<file path="src/rtl/maple_pkg.sv">
// Shared definitions for the Maple bus frame decoder slice: FSM state
// encoding, tuser bit positions and the frame word-count width.
package maple_pkg;

    typedef enum logic [3:0] {
        ST_IDLE   = 4'b0001,
        ST_PHASE1 = 4'b0010,
        ST_PHASE2 = 4'b0100,
        ST_FLUSH  = 4'b1000
    } state_t;

    localparam int unsigned TUSER_PARTIAL  = 0;
    localparam int unsigned TUSER_CHECKSUM = 1;
    localparam int unsigned FRAME_CNT_W    = 16;

endpackage

</file>
<file path="src/rtl/maple_sync_fifo.sv">
// Synchronous FIFO with flop-based storage. Push and pop in the same cycle
// is accepted even when full. A push that cannot be stored raises a
// single-cycle dropped strobe. The head word is flop data gated to zero
// while the FIFO is empty.
module maple_sync_fifo #(
    parameter int unsigned WIDTH = 11,
    parameter int unsigned DEPTH = 16
) (
    input  logic             aclk,
    input  logic             aresetn,
    input  logic             push,
    input  logic [WIDTH-1:0] push_data,
    input  logic             pop,
    output logic [WIDTH-1:0] head,
    output logic             not_empty,
    output logic             dropped
);

    localparam int unsigned AW = $clog2(DEPTH);
    localparam logic [AW:0] FULL_COUNT = (AW+1)'(DEPTH);

    logic [WIDTH-1:0] mem [DEPTH];
    logic [AW-1:0]    wr_ptr;
    logic [AW-1:0]    rd_ptr;
    logic [AW:0]      count;
    logic             full;
    logic             do_push;
    logic             do_pop;

    assign full      = (count == FULL_COUNT);
    assign not_empty = (count != '0);
    assign do_pop    = pop && not_empty;
    // When full, a simultaneous pop frees the slot the write pointer addresses.
    assign do_push   = push && (!full || do_pop);
    assign dropped   = push && full && !do_pop;
    assign head      = not_empty ? mem[rd_ptr] : '0;

    // Storage write; contents need no reset since head is gated by not_empty.
    always_ff @(posedge aclk) begin
        if (do_push) begin
            mem[wr_ptr] <= push_data;
        end
    end

    // Pointer and occupancy tracking.
    always_ff @(posedge aclk) begin
        if (!aresetn) begin
            wr_ptr <= '0;
            rd_ptr <= '0;
            count  <= '0;
        end else begin
            if (do_push) begin
                wr_ptr <= wr_ptr + 1'b1;
            end
            if (do_pop) begin
                rd_ptr <= rd_ptr + 1'b1;
            end
            if (do_push && !do_pop) begin
                count <= count + 1'b1;
            end else if (do_pop && !do_push) begin
                count <= count - 1'b1;
            end
        end
    end

endmodule

</file>
<file path="src/rtl/maple_frame_decoder.sv">
// Maple bus frame decoder: turns the two-phase SDCKA/SDCKB stream of one
// frame into DATA_W-bit words (MSB first) and streams them out over
// AXI-Stream with tlast on the final word and error flags in tuser.
// Optional build macro MAPLE_FRAME_CHECKSUM_EN adds the XOR checksum
// check reported in tuser[1].
module maple_frame_decoder
    import maple_pkg::*;
#(
    parameter int unsigned DATA_W = 8,
    parameter int unsigned DEPTH  = 16
) (
    input  logic                   aclk,
    input  logic                   aresetn,
    input  logic                   enable,
    input  logic                   sdcka_data,
    input  logic                   sdcka_posedge,
    input  logic                   sdcka_negedge,
    input  logic                   sdckb_data,
    input  logic                   sdckb_posedge,
    input  logic                   sdckb_negedge,
    output logic [DATA_W-1:0]      m_axis_tdata,
    output logic                   m_axis_tvalid,
    input  logic                   m_axis_tready,
    output logic                   m_axis_tlast,
    output logic [1:0]             m_axis_tuser,
    output logic                   overflow,
    output logic [FRAME_CNT_W-1:0] frame_words
);

    localparam int unsigned CW = $clog2(DATA_W);
    localparam int unsigned FW = DATA_W + 3;
    localparam logic [CW-1:0] LAST_BIT = CW'(DATA_W - 1);

    state_t                 state;
    state_t                 state_next;
    logic                   capture;
    logic                   cap_bit;
    logic                   start;
    logic                   flush;
    logic [CW-1:0]          bit_cnt;
    logic [DATA_W-2:0]      shreg;
    logic [DATA_W-1:0]      word;
    logic                   word_done;
    logic [DATA_W-1:0]      pending;
    logic                   pend_valid;
    logic [FRAME_CNT_W-1:0] word_cnt;
    logic                   push;
    logic [1:0]             push_user;
    logic [FW-1:0]          head;
    logic                   dropped;
    logic                   unused_posedges;

    assign unused_posedges = sdcka_posedge ^ sdckb_posedge;

    // FSM state register.
    always_ff @(posedge aclk) begin
        if (!aresetn) begin
            state <= ST_IDLE;
        end else begin
            state <= state_next;
        end
    end

    // Next-state and bit-capture decode.
    always_comb begin
        state_next = state;
        capture    = 1'b0;
        cap_bit    = 1'b0;
        start      = 1'b0;
        unique case (state)
            ST_IDLE: begin
                if (enable) begin
                    start      = 1'b1;
                    state_next = ST_PHASE1;
                    // A bit arriving with enable is taken now, so the PHASE1 step is already done.
                    if (sdcka_negedge) begin
                        capture    = 1'b1;
                        cap_bit    = sdckb_data;
                        state_next = ST_PHASE2;
                    end
                end
            end
            ST_PHASE1: begin
                if (!enable) begin
                    state_next = ST_FLUSH;
                end else if (sdcka_negedge) begin
                    capture    = 1'b1;
                    cap_bit    = sdckb_data;
                    state_next = ST_PHASE2;
                end
            end
            ST_PHASE2: begin
                if (!enable) begin
                    state_next = ST_FLUSH;
                end else if (sdckb_negedge) begin
                    capture    = 1'b1;
                    cap_bit    = sdcka_data;
                    state_next = ST_PHASE1;
                end
            end
            ST_FLUSH: begin
                state_next = ST_IDLE;
            end
            default: begin
                state_next = ST_IDLE;
            end
        endcase
    end

    assign flush     = (state == ST_FLUSH);
    assign word      = {shreg, cap_bit};
    assign word_done = capture && (bit_cnt == LAST_BIT);
    // The held word leaves when the next word completes, or at frame end as the last.
    assign push      = pend_valid && (word_done || flush);

    // Shift register, bit counter, pending word and frame statistics.
    always_ff @(posedge aclk) begin
        if (!aresetn) begin
            shreg       <= '0;
            bit_cnt     <= '0;
            pending     <= '0;
            pend_valid  <= 1'b0;
            word_cnt    <= '0;
            frame_words <= '0;
            overflow    <= 1'b0;
        end else begin
            if (capture) begin
                shreg   <= word[DATA_W-2:0];
                bit_cnt <= word_done ? '0 : bit_cnt + 1'b1;
            end
            if (word_done) begin
                pending    <= word;
                pend_valid <= 1'b1;
                if (word_cnt != '1) begin
                    word_cnt <= word_cnt + 1'b1;
                end
            end
            if (start) begin
                word_cnt <= '0;
            end
            if (flush) begin
                bit_cnt     <= '0;
                pend_valid  <= 1'b0;
                frame_words <= word_cnt;
            end
            if (dropped) begin
                overflow <= 1'b1;
            end
        end
    end

`ifdef MAPLE_FRAME_CHECKSUM_EN
    logic [DATA_W-1:0] xor_acc;

    // Running XOR of the complete words of the current frame.
    always_ff @(posedge aclk) begin
        if (!aresetn) begin
            xor_acc <= '0;
        end else if (start) begin
            xor_acc <= '0;
        end else if (word_done) begin
            xor_acc <= xor_acc ^ word;
        end
    end
`endif

    // Error flags attached to the frame-final push.
    always_comb begin
        push_user                = '0;
        push_user[TUSER_PARTIAL] = flush && (bit_cnt != '0);
`ifdef MAPLE_FRAME_CHECKSUM_EN
        push_user[TUSER_CHECKSUM] = flush && (xor_acc != '0);
`endif
    end

    maple_sync_fifo #(
        .WIDTH (FW),
        .DEPTH (DEPTH)
    ) u_fifo (
        .aclk      (aclk),
        .aresetn   (aresetn),
        .push      (push),
        .push_data ({push_user, flush, pending}),
        .pop       (m_axis_tready),
        .head      (head),
        .not_empty (m_axis_tvalid),
        .dropped   (dropped)
    );

    assign m_axis_tdata = head[DATA_W-1:0];
    assign m_axis_tlast = head[DATA_W];
    assign m_axis_tuser = head[DATA_W+2:DATA_W+1];

endmodule

</file>
<file path="config.mk">
export PLATFORM = sky130hd
export DESIGN_NAME = maple_frame_decoder
export DESIGN_NICKNAME = d
export VERILOG_FILES = /design/src/rtl/maple_pkg.sv /design/src/rtl/maple_sync_fifo.sv /design/src/rtl/maple_frame_decoder.sv
export SDC_FILE = /design/constraint.sdc
export NUM_CORES = 1
export LEC_CHECK = 0
export ABC_AREA = 1
export ABC_CLOCK_PERIOD_IN_PS = 4300
export BUFFER_PORTS_ARGS = -buffer_cell sky130_fd_sc_hd__buf_4
export CORE_MARGIN = 4
export CORE_UTILIZATION = 67
export DETAILED_ROUTE_END_ITERATION = 6
export PLACE_DENSITY = 0.82
export RECOVER_POWER = 50
export SLEW_MARGIN = 25
export SYNTH_ARGS = -nofsm -noshare
export SYNTH_HDL_FRONTEND = slang
export SYNTH_HIERARCHICAL = 1
export SYNTH_SLANG_ARGS = --single-unit
</file>
<file path="constraint.sdc">
create_clock -name aclk -period 4.3 [get_ports aclk]
set_input_delay 0.43 -clock aclk [delete_from_list [all_inputs] [get_ports aclk]]
set_output_delay 0.43 -clock aclk [all_outputs]
set_load 0.02 [all_outputs]
</file>
==> impl_metrics.ini <==
[cts]
cts.clk_slew.worst_paths_ns = 0.06
clk-insertion-delay-late_ns = 0.51
cts_resized = 0
cts_root_buf = sky130_fd_sc_hd__clkbuf_16
numCtsBuffers = 24
cts_sinks = 249
cts.path.max_buffers = 3
tritoncts_clock_tree = built
cts_setup_buffers = 0
ctsHtreeMaxLevel = 1
hold_buffers = 0

[pwr]
total_power_w = 0.006453
clockPowerShare = 0.307
switching_share = 0.3303
power.share.combinational = 0.273
p_per_area_nw_per_um2 = 557.2
power_leakage_nw = 4.365
internal_power_w = 0.004322
seqPwrFrac = 0.420
vdd_ir_drop_max_mv = 0.4145
switchingPower_w = 0.002132

[job]
timing.max_cap.violations = 1

[synth]
syn_area_um2 = 10590
synth_area_per_cell_um2 = 9.912
synth.top_cells.by_area = sky130_fd_sc_hd__edfxtp_1, sky130_fd_sc_hd__dfxtp_1, sky130_fd_sc_hd__nand2_1
synth-seq-area-share = 0.6373
synthesis.instances = 1068
synth_cell_type_count = 37
yosys_most_used_dff = sky130_fd_sc_hd__edfxtp_1
synth.top_cell.area_share = 0.4992
yosys.area.top_type = sky130_fd_sc_hd__edfxtp_1
synthesis.yosys.warnings = 6
synth.cells.most_frequent = sky130_fd_sc_hd__nand2_1, sky130_fd_sc_hd__edfxtp_1, sky130_fd_sc_hd__nand3_1, sky130_fd_sc_hd__nor2_1, sky130_fd_sc_hd__dfxtp_1
async_flop_share = 0
synthMostInstantiatedCell = sky130_fd_sc_hd__nand2_1
postSynthRegisterBits = 249
synth_enable_flop_cells = 176

[floorplan]
die-width_um = 133.7
rows = 45
die_h_um = 133.7
top_level_ports = 39
starting_utilization_of_the_core_area = 0.6913
dieArea_um2 = 17880
core_area_um2 = 15310

[critical_path]
timing.reg2reg.worst_path_depth = 17
crit_path_start = state[1]
reg2reg_to = u_fifo/count[3]
arrival_ns = 3.91
setup.worst_path.end_class = register
cpMaxStageDelayCell = sky130_fd_sc_hd__ha_1
critical_path.n_buffers_inverters = 3
critical_path_peak_fanout = 15
cp_common_cell = sky130_fd_sc_hd__nand2_1
crit_required_ns = 4.70
reg2reg_from = state[1]
regToRegSetupSlack_ns = 0.79
path_class = register to register
cell_breakdown_of_the_critical_path = nor2_1 > nand2_1 > nand3_1 > nand2_1 > nor2_4 > nand2_1 > a21oi_1 > nand2_2 > inv_2 > ha_1 > inv_1 > ha_1 > a21oi_1 > nand2_1 > xor2_1 > o21ai_0 > inv_1
crit_path_max_cell_delay_ns = 0.34
critical-path-top-delay-family = simple AND/OR/NAND/NOR gates
startpoint_type = register

[outcome]
failed_checks = max-capacitance violations, max-slew violations
outcome = complete, but fails checks

[routing]
drt_iter0_drc = 695
vias_per_cell = 5.661
highest-signal-layer = met4
detail_route.first_pass.iterations = 5
route.layer.met1.wl_mm = 9.051
post_drt_wl_per_cell_um = 16.33
post-route-drc-count = 0
dr_wl_met2_mm = 10.48
num_vias = 7557
detail-route-antenna-nets = 0
drt-total-wl_mm = 21.81
wl_met3_mm = 1.720

[min_path]
timing.hold.worst_path_depth = 2
whs_endpoint = state[3]
worst_hold_path_type = primary input to register
hp-start = enable

[global_routing]
globalRoute.totalOverflow = 0
grt_antenna_before_repair = 0
grt_pass1_wl_mm = 35.15
maximum_number_of_pins_on_one_net_before_global_route_repair = 89
via_count_of_the_first_global_routing_pass = 7087
globalRouteTotalUtil = 0.2444

[sta]
slew_violations = 31
unrepaired_setup_endpoints_after_global_routing = no
fmax_mhz = 285.0
timing.final.hold_violations = 0
worst_relative_slew_slack = -0.1764
finClkSkew_ns = 0.008704
setup_total_negative_slack_ns = 0
post_route_clock_period_utilization = 0.8160
setup_viol_count_final = 0
period_minus_slack_ns = 3.509
hold_slack_ns = 0.1438
tightest_slew_ns = 1.758

[final_layout]
antenna_cells_inserted = 0
net_total_in_the_final_layout = 1130
stdcell_area_um2 = 11580
count_of_non_filler_cells_in_the_finished_layout = 1335
area_growth_syn_to_layout_pct = 9.396
layout-drive-gt1-share = 0.07740

[placed_design]
numPortBuffers = 36
dpl.hpwl_mm = 13.37
gp_congestion = 0.8473
place_inst = 1291
dpl-instance-area_um2 = 10950
[cell type report]
type,count,area (um^2)
inverters,57,219.0
clock buffers,28,646.9
repair buffers,47,281.5
well taps,211,264.0
flip-flops and latches,249,6748
fillers,1079,3734
clock inverters,16,108.9
multi-input cells,727,3313
[worst max-delay path by stage]
stage | slack (ns) | cells past startpoint | to
finish | 0.79 | 17 | u_fifo/count[3]
global route | 0.36 | 18 | u_fifo/count[4]
CTS | 0.95 | 8 | m_axis_tuser[1]
detailed placement | 1.0 | 11 | u_fifo/mem[9][10]
global placement | 1.11 | 18 | u_fifo/count[3]
floorplan | 1.56 | 19 | u_fifo/count[3]
[logic make-up after synthesis]
logic type / Yosys count / share of synthesized area
XOR/XNOR: 5 / 0.004137
AND/OR/NAND/NOR: 599 / 0.2415
AO/OA/AOI/OAI: 93 / 0.04905
flip-flops: 249 / 0.6373
adder cells (fa/ha/maj): 14 / 0.01726
buffers and inverters: 107 / 0.05047
other: 1 / 0.0003542
[registers in the layout (all words and copies together) (netlist names), named ones only]
register,count
pending,8
state,4
shreg,7
frame_words,16
overflow,1
pend_valid,1
u_fifo/mem,176
u_fifo/count,5
word_cnt,16
bit_cnt,3
u_fifo/wr_ptr,4
u_fifo/rd_ptr,4
[routing by layer]
layer	vias to the layer above	global-route usage
met3	48	0.04003
li1	3662	-
met2	343	0.4062
met1	3504	0.3304
met4	0	0.08400
met5	-	0
[cells in the final DEF (no fill, tap or decap), types with 5 or more instances in the layout]
cell type	instances
sky130_fd_sc_hd__nor2_1	109
sky130_fd_sc_hd__a21oi_1	39
sky130_fd_sc_hd__o21ai_0	37
sky130_fd_sc_hd__nand3_1	162
sky130_fd_sc_hd__edfxtp_1	176
sky130_fd_sc_hd__clkinv_1	5
sky130_fd_sc_hd__buf_4	28
sky130_fd_sc_hd__nand2_1	309
sky130_fd_sc_hd__conb_1	16
sky130_fd_sc_hd__inv_1	53
sky130_fd_sc_hd__clkbuf_1	21
sky130_fd_sc_hd__ha_1	13
sky130_fd_sc_hd__dfxtp_1	72
sky130_fd_sc_hd__clkinv_2	6
sky130_fd_sc_hd__a21oi_2	10
sky130_fd_sc_hd__clkbuf_16	25
sky130_fd_sc_hd__nand4_1	7
[power by group through the flow]
stage,logic (W),registers [W],clock network [W]
6_report,0.00176,0.00271,0.00198
5_1_grt,0.00195,0.00272,0.00211
4_1_cts,0.00178,0.00271,0.00201
3_5_place_dp,0.00177,0.00276,0
3_3_place_gp,0.00172,0.00276,0
2_1_floorplan,0.00141,0.00270,0
[per-stage QoR]
stage / utilization / worst slack, ns
detailed placement: 0.7147 / 0.9978
finish: 0.7562 / 0.7913
floorplan: - / 1.556
CTS: 0.7641 / 0.9482
global placement: 0.7147 / 1.113
global route: 0.7562 / 0.3555
(Power assumes the default switching activity.)
